File: config.mk
export PLATFORM = sky130hd
export DESIGN_NAME = instruction_fetch
export DESIGN_NICKNAME = d
export VERILOG_FILES = /design/src/rtl/cpu_pkg.sv /design/src/rtl/program_counter.sv /design/src/rtl/instruction_fetch.sv
export SDC_FILE = /design/constraint.sdc
export NUM_CORES = 1
export LEC_CHECK = 0
export ABC_AREA = 1
export ABC_CLOCK_PERIOD_IN_PS = 1400
export BUFFER_PORTS_ARGS = -buffer_cell sky130_fd_sc_hd__buf_2
export CAP_MARGIN = 20
export CORE_ASPECT_RATIO = 1.4
export CORE_MARGIN = 2
export CORE_UTILIZATION = 46
export DETAILED_ROUTE_END_ITERATION = 8
export GPL_TIMING_DRIVEN = 0
export PLACE_DENSITY = 0.88
export SLEW_MARGIN = 10
export SYNTH_ARGS = -nofsm -noshare
export SYNTH_HDL_FRONTEND = slang
export SYNTH_HIERARCHICAL = 1
export SYNTH_SLANG_ARGS = --single-unit
File: constraint.sdc
create_clock -name clk -period 1.4 [get_ports clk]
set_input_delay 0.21 -clock clk [delete_from_list [all_inputs] [get_ports clk]]
set_output_delay 0.21 -clock clk [all_outputs]
set_load 0.005 [all_outputs]
File: src/rtl/cpu_pkg.sv
// Shared definitions for the fetch stage: state encoding, width defaults and halt opcode.
package cpu_pkg;

    localparam int unsigned AddrWDefault  = 8;
    localparam int unsigned DataWDefault  = 32;
    localparam logic [3:0]  HaltOpDefault = 4'hF;

    typedef enum logic [1:0] {
        StIdle   = 2'd0,
        StRun    = 2'd1,
        StHalted = 2'd2
    } fetch_state_e;

    // True when the opcode nibble of a fetched word requests a halt.
    function automatic logic is_halt_op(input logic [3:0] op, input logic [3:0] halt_op);
        return op == halt_op;
    endfunction

endpackage

File: src/rtl/program_counter.sv
// Program counter register: load has priority over increment; wraps modulo 2^ADDR_W.
module program_counter
    import cpu_pkg::*;
#(
    parameter int unsigned       ADDR_W   = AddrWDefault,
    parameter logic [ADDR_W-1:0] RESET_PC = ADDR_W'(1)
) (
    input  logic              clk,
    input  logic              reset,
    input  logic              load_i,
    input  logic [ADDR_W-1:0] load_pc_i,
    input  logic              inc_i,
    output logic [ADDR_W-1:0] pc_o
);

    logic [ADDR_W-1:0] pc_q, pc_d;

    // Next PC: redirect target beats sequential increment.
    always_comb begin
        pc_d = pc_q;
        if (load_i) begin
            pc_d = load_pc_i;
        end else if (inc_i) begin
            pc_d = pc_q + ADDR_W'(1);
        end
    end

    // PC register with synchronous reset.
    always_ff @(posedge clk) begin
        if (reset) begin
            pc_q <= RESET_PC;
        end else begin
            pc_q <= pc_d;
        end
    end

    assign pc_o = pc_q;

endmodule

File: src/rtl/instruction_fetch.sv
// Fetch stage: owns the PC, addresses instruction memory and hands {instr, pc} to decode
// through a registered valid/ready slot. Handles redirect, back-pressure, start-up and halt.
// Optional build macro FETCH_PERF_EN adds saturating fetch/flush counters.
module instruction_fetch
    import cpu_pkg::*;
#(
    parameter int unsigned       ADDR_W   = AddrWDefault,
    parameter int unsigned       DATA_W   = DataWDefault,
    parameter logic [ADDR_W-1:0] RESET_PC = ADDR_W'(1),
    parameter logic [3:0]        HALT_OP  = HaltOpDefault
) (
    input  logic              clk,
    input  logic              reset,
    input  logic              start,
    output logic [ADDR_W-1:0] imem_addr,
    input  logic [DATA_W-1:0] imem_data,
    input  logic              redirect_valid,
    input  logic [ADDR_W-1:0] redirect_pc,
    output logic              if_valid,
    input  logic              if_ready,
    output logic [DATA_W-1:0] if_instr,
    output logic [ADDR_W-1:0] if_pc,
    output logic              halted
`ifdef FETCH_PERF_EN
    ,
    output logic [15:0]       fetch_cnt,
    output logic [15:0]       flush_cnt
`endif
);

    fetch_state_e      state_q;
    logic              if_valid_q;
    logic [DATA_W-1:0] if_instr_q;
    logic [ADDR_W-1:0] if_pc_q;
    logic [ADDR_W-1:0] pc;
    logic              fetch;
    logic              halt_word;

    // Slot can take a new word when empty or being drained; redirect suppresses the fetch.
    assign fetch     = (state_q == StRun) && (!if_valid_q || if_ready) && !redirect_valid;
    assign halt_word = is_halt_op(imem_data[DATA_W-1 -: 4], HALT_OP);

    program_counter #(
        .ADDR_W   (ADDR_W),
        .RESET_PC (RESET_PC)
    ) u_pc (
        .clk       (clk),
        .reset     (reset),
        .load_i    (redirect_valid),
        .load_pc_i (redirect_pc),
        .inc_i     (fetch),
        .pc_o      (pc)
    );

    // FSM and output slot: redirect flushes, fetch refills, a plain handshake empties.
    always_ff @(posedge clk) begin
        if (reset) begin
            state_q    <= StIdle;
            if_valid_q <= 1'b0;
            if_instr_q <= '0;
            if_pc_q    <= '0;
        end else begin
            unique case (state_q)
                StIdle: begin
                    if (!redirect_valid && start) begin
                        state_q <= StRun;
                    end
                end
                StRun: begin
                    if (fetch && halt_word) begin
                        state_q <= StHalted;
                    end
                end
                StHalted: begin
                    if (redirect_valid) begin
                        state_q <= StRun;
                    end
                end
                default: state_q <= StIdle;
            endcase

            if (redirect_valid) begin
                if_valid_q <= 1'b0;
            end else if (fetch) begin
                if_valid_q <= 1'b1;
                if_instr_q <= imem_data;
                if_pc_q    <= pc;
            end else if (if_valid_q && if_ready) begin
                if_valid_q <= 1'b0;
            end
        end
    end

    assign imem_addr = pc;
    assign if_valid  = if_valid_q;
    assign if_instr  = if_instr_q;
    assign if_pc     = if_pc_q;
    assign halted    = (state_q == StHalted);

`ifdef FETCH_PERF_EN
    logic [15:0] fetch_cnt_q;
    logic [15:0] flush_cnt_q;

    // Saturating counters: fetches, and redirects that throw away an unaccepted word.
    always_ff @(posedge clk) begin
        if (reset) begin
            fetch_cnt_q <= '0;
            flush_cnt_q <= '0;
        end else begin
            if (fetch && fetch_cnt_q != 16'hFFFF) begin
                fetch_cnt_q <= fetch_cnt_q + 16'd1;
            end
            if (redirect_valid && if_valid_q && !if_ready && flush_cnt_q != 16'hFFFF) begin
                flush_cnt_q <= flush_cnt_q + 16'd1;
            end
        end
    end

    assign fetch_cnt = fetch_cnt_q;
    assign flush_cnt = flush_cnt_q;
`endif

endmodule

==> flow_metrics.env <==
export IMPL_status="finished, final reports clean"
export IMPL_ys_top_cells_by_area="dfxtp_1, nor2_1, o21ai_1, o21ai_0, buf_6"
export IMPL_grt_max_degree=18
export IMPL_critPathRequiredTime_ns=1.65
export IMPL_grtUsageMet3_pct=5.12
export IMPL_die_h_um=83.5
export IMPL_grt_first_pass_wirelength_um=7920
export IMPL_period_needed_ns=1.29
export IMPL_antenna_cells=0
export IMPL_die_w_um=60.8
export IMPL_fmax_mhz=775
export IMPL_period_share_pct=92.2
export IMPL_timing_rr_start="state_q[1]"
export IMPL_detail_route_iter0_violations=91
export IMPL_ir_drop_v=0.000556
export IMPL_path_max_fanout=8
export IMPL_cts_root_buf="clkbuf_8"
export IMPL_slew_viol_final=0
export IMPL_power_w=0.00290
export IMPL_mostFrequentLayoutCells="buf_2, nor2_1, dfxtp_1"
export IMPL_postSynthAreaPerCell_um2=7.80
export IMPL_die_area_mm2=0.00507
export IMPL_vias=2080
export IMPL_yosys_area_top_type_share_pct=49.2
export IMPL_crit_path_start="state_q[1]"
export IMPL_numClockSinks=51
export IMPL_drc_errors=0
export IMPL_timing_rr_end="u_pc/pc_o[1]"
export IMPL_drtAntennaViolNets=0
export IMPL_met1_usage_pct=19.5
export IMPL_wl_per_cell_um=11.4
export IMPL_hp_class="in2reg"
export IMPL_gr_max_usage_layer="met2"
export IMPL_gp_congestion=0.824
export IMPL_clk_pin_slew_worst_paths_ns=0.09
export IMPL_setup_violations=0
export IMPL_stdcell_count=430
export IMPL_hold_violations=0
export IMPL_fp_row_count=28
export IMPL_final_common_cell="buf_2"
export IMPL_r2r_slack_ns=0.11
export IMPL_final_nets=416
export IMPL_drv_cap=0
export IMPL_hp_start="reset"
export IMPL_ys_ff_latch=51
export IMPL_whs_endpoint="state_q[0]"
export IMPL_io_buffers=94
export IMPL_clock_latency_ns=0.29
export IMPL_core_mm2=0.00427
export IMPL_ctsHoldBuffers=0
export IMPL_syn_num_nets=312
export IMPL_maxSlewHeadroom_pct=72.6
export IMPL_htreeDepth=2
export IMPL_worstSetupEndpointType="register"
export IMPL_finalClockSkew_ns=0.00439
export IMPL_detailed_place_hpwl_um=3770
export IMPL_dr_pass1_iters=4
export IMPL_power_density_mw_per_mm2=1060
export IMPL_r2r_worst_path_cells=9
export IMPL_placed_cells=420
export IMPL_netlist_area_mm2=0.00207
export IMPL_rsz0062_at_grt="no"
export IMPL_yosysSeqAreaShare_pct=49.2
export IMPL_cts_made_buffers=5
export IMPL_leakagePower_nw=1.31
export IMPL_yosysTopAreaCell="dfxtp_1"
export IMPL_io_pins=95
export IMPL_initial_utilization_pct=48.5
export IMPL_postSynthCellCount=266
export IMPL_cts_buffer_depth=2
export IMPL_critPathLaunchType="register"
export IMPL_grtUsageTotal_pct=19.9
export IMPL_vias_per_cell=4.84
export IMPL_yosysUniqueCellTypes=28
export IMPL_worst_slew_pin_slew_ns=0.411
export IMPL_syn_to_final_growth_pct=31.8
export IMPL_met2_usage_pct=37.3
export IMPL_worstHoldPathCells=2
export IMPL_antenna_found_initial=0
export IMPL_grt_overflow_total=0
export IMPL_drive_gt1_share_pct=34.9
export IMPL_worst_ep_arrival_time_ns=1.54
export IMPL_cts_tree="done"
export IMPL_grt_pass1_vias=1958
export IMPL_wl_um=4900
export IMPL_ys_warn_count=6
export IMPL_worstSetupPathType="reg2reg"
where the power goes:
part | internal (W) | switching (W)
Sequential | 0.00154 | 0.0000608
Combinational | 0.000227 | 0.000240
Clock | 0.000388 | 0.000441
Total | 0.00216 | 0.000742
per-stage QoR:
step,instance area (um^2),worst slack (ns),utilization [%],TNS [ns],hold WS [ns]
2_1_floorplan,2070,0.0855,-,0,0.279
3_3_place_gp,2620,-0.0177,61.3,-0.0177,0.445
3_5_place_dp,2620,-0.0518,61.3,-0.0671,0.444
4_1_cts,2700,0.0214,63.1,0,0.122
5_1_grt,2740,0.0203,64.0,0,0.128
6_report,2740,0.110,64.0,0,0.129
Yosys cell counts, drive strengths merged:
master,instances
nor2,91
dfxtp,51
o21ai,42
nand2,25
inv,13
a21oi,10
buf,9
nand3,7
clkbuf,5
a22oi,4
o21bai,3
a211oi,1
a31o,1
ha,1
nand4,1
o211ai,1
xor2,1
flip-flops by register name, indices dropped and copies added (netlist names):
signal,cells
if_pc,8
state_q,2
u_pc/pc_o,8
if_instr,32
if_valid,1
what timing repair did:
| item | CTS | global route |
|---|---|---|
| setup buffers | 0 | 4 |
| hold endpoints to repair | 0 | 0 |
| pin swaps | 0 | 0 |
| endpoints found under the setup margin | 4 | 5 |
| gates resized for setup | 1 | 2 |
worst max-delay path, cell delays in order (launching register included):
cell	delay, ns
dfxtp_1	0.33
inv_2	0.05
nand2_2	0.09
nor2_4	0.05
nand2_4	0.13
clkinv_8	0.08
nor2_4	0.18
nand2_1	0.08
a31o_1	0.21
inv_1	0.04
worst max path at each step:
stage	to	cells after the start
3_3_place_gp	u_pc/pc_o[4]	11
2_1_floorplan	u_pc/pc_o[4]	11
4_1_cts	u_pc/pc_o[4]	10
5_1_grt	u_pc/pc_o[4]	10
6_report	u_pc/pc_o[1]	9
3_5_place_dp	u_pc/pc_o[4]	10
final cells by class:
class                   count  area (um^2)
multi-input cells         188          883
flip-flops and latches     51         1020
fillers                   414         1540
inverters                  13         63.8
well taps                  60         75.1
clock buffers               6         82.6
clock inverters             1         5.00
plain buffers              13          103
repair buffers             98          500
cells by family (layout without fill, tap and decap cells):
group | count (synthesis) | in the layout | share of synthesized area, %
buffers and inverters | 27 | 131 | 8.20
flip-flops | 51 | 51 | 49.2
adder cells (fa/ha/maj) | 1 | 1 | 0.603
AND/OR/NAND/NOR | 124 | 124 | 25.2
AO/OA/AOI/OAI | 62 | 62 | 16.4
XOR/XNOR | 1 | 1 | 0.422
routing by layer:
layer / routed length, um / vias to the layer above
li1: - / 1062
met1: 1830 / 941
met2: 2640 / 67
met3: 334 / 10
met4: 85 / 0
met5: 0 / -
Power figures use the tool's default switching activity.
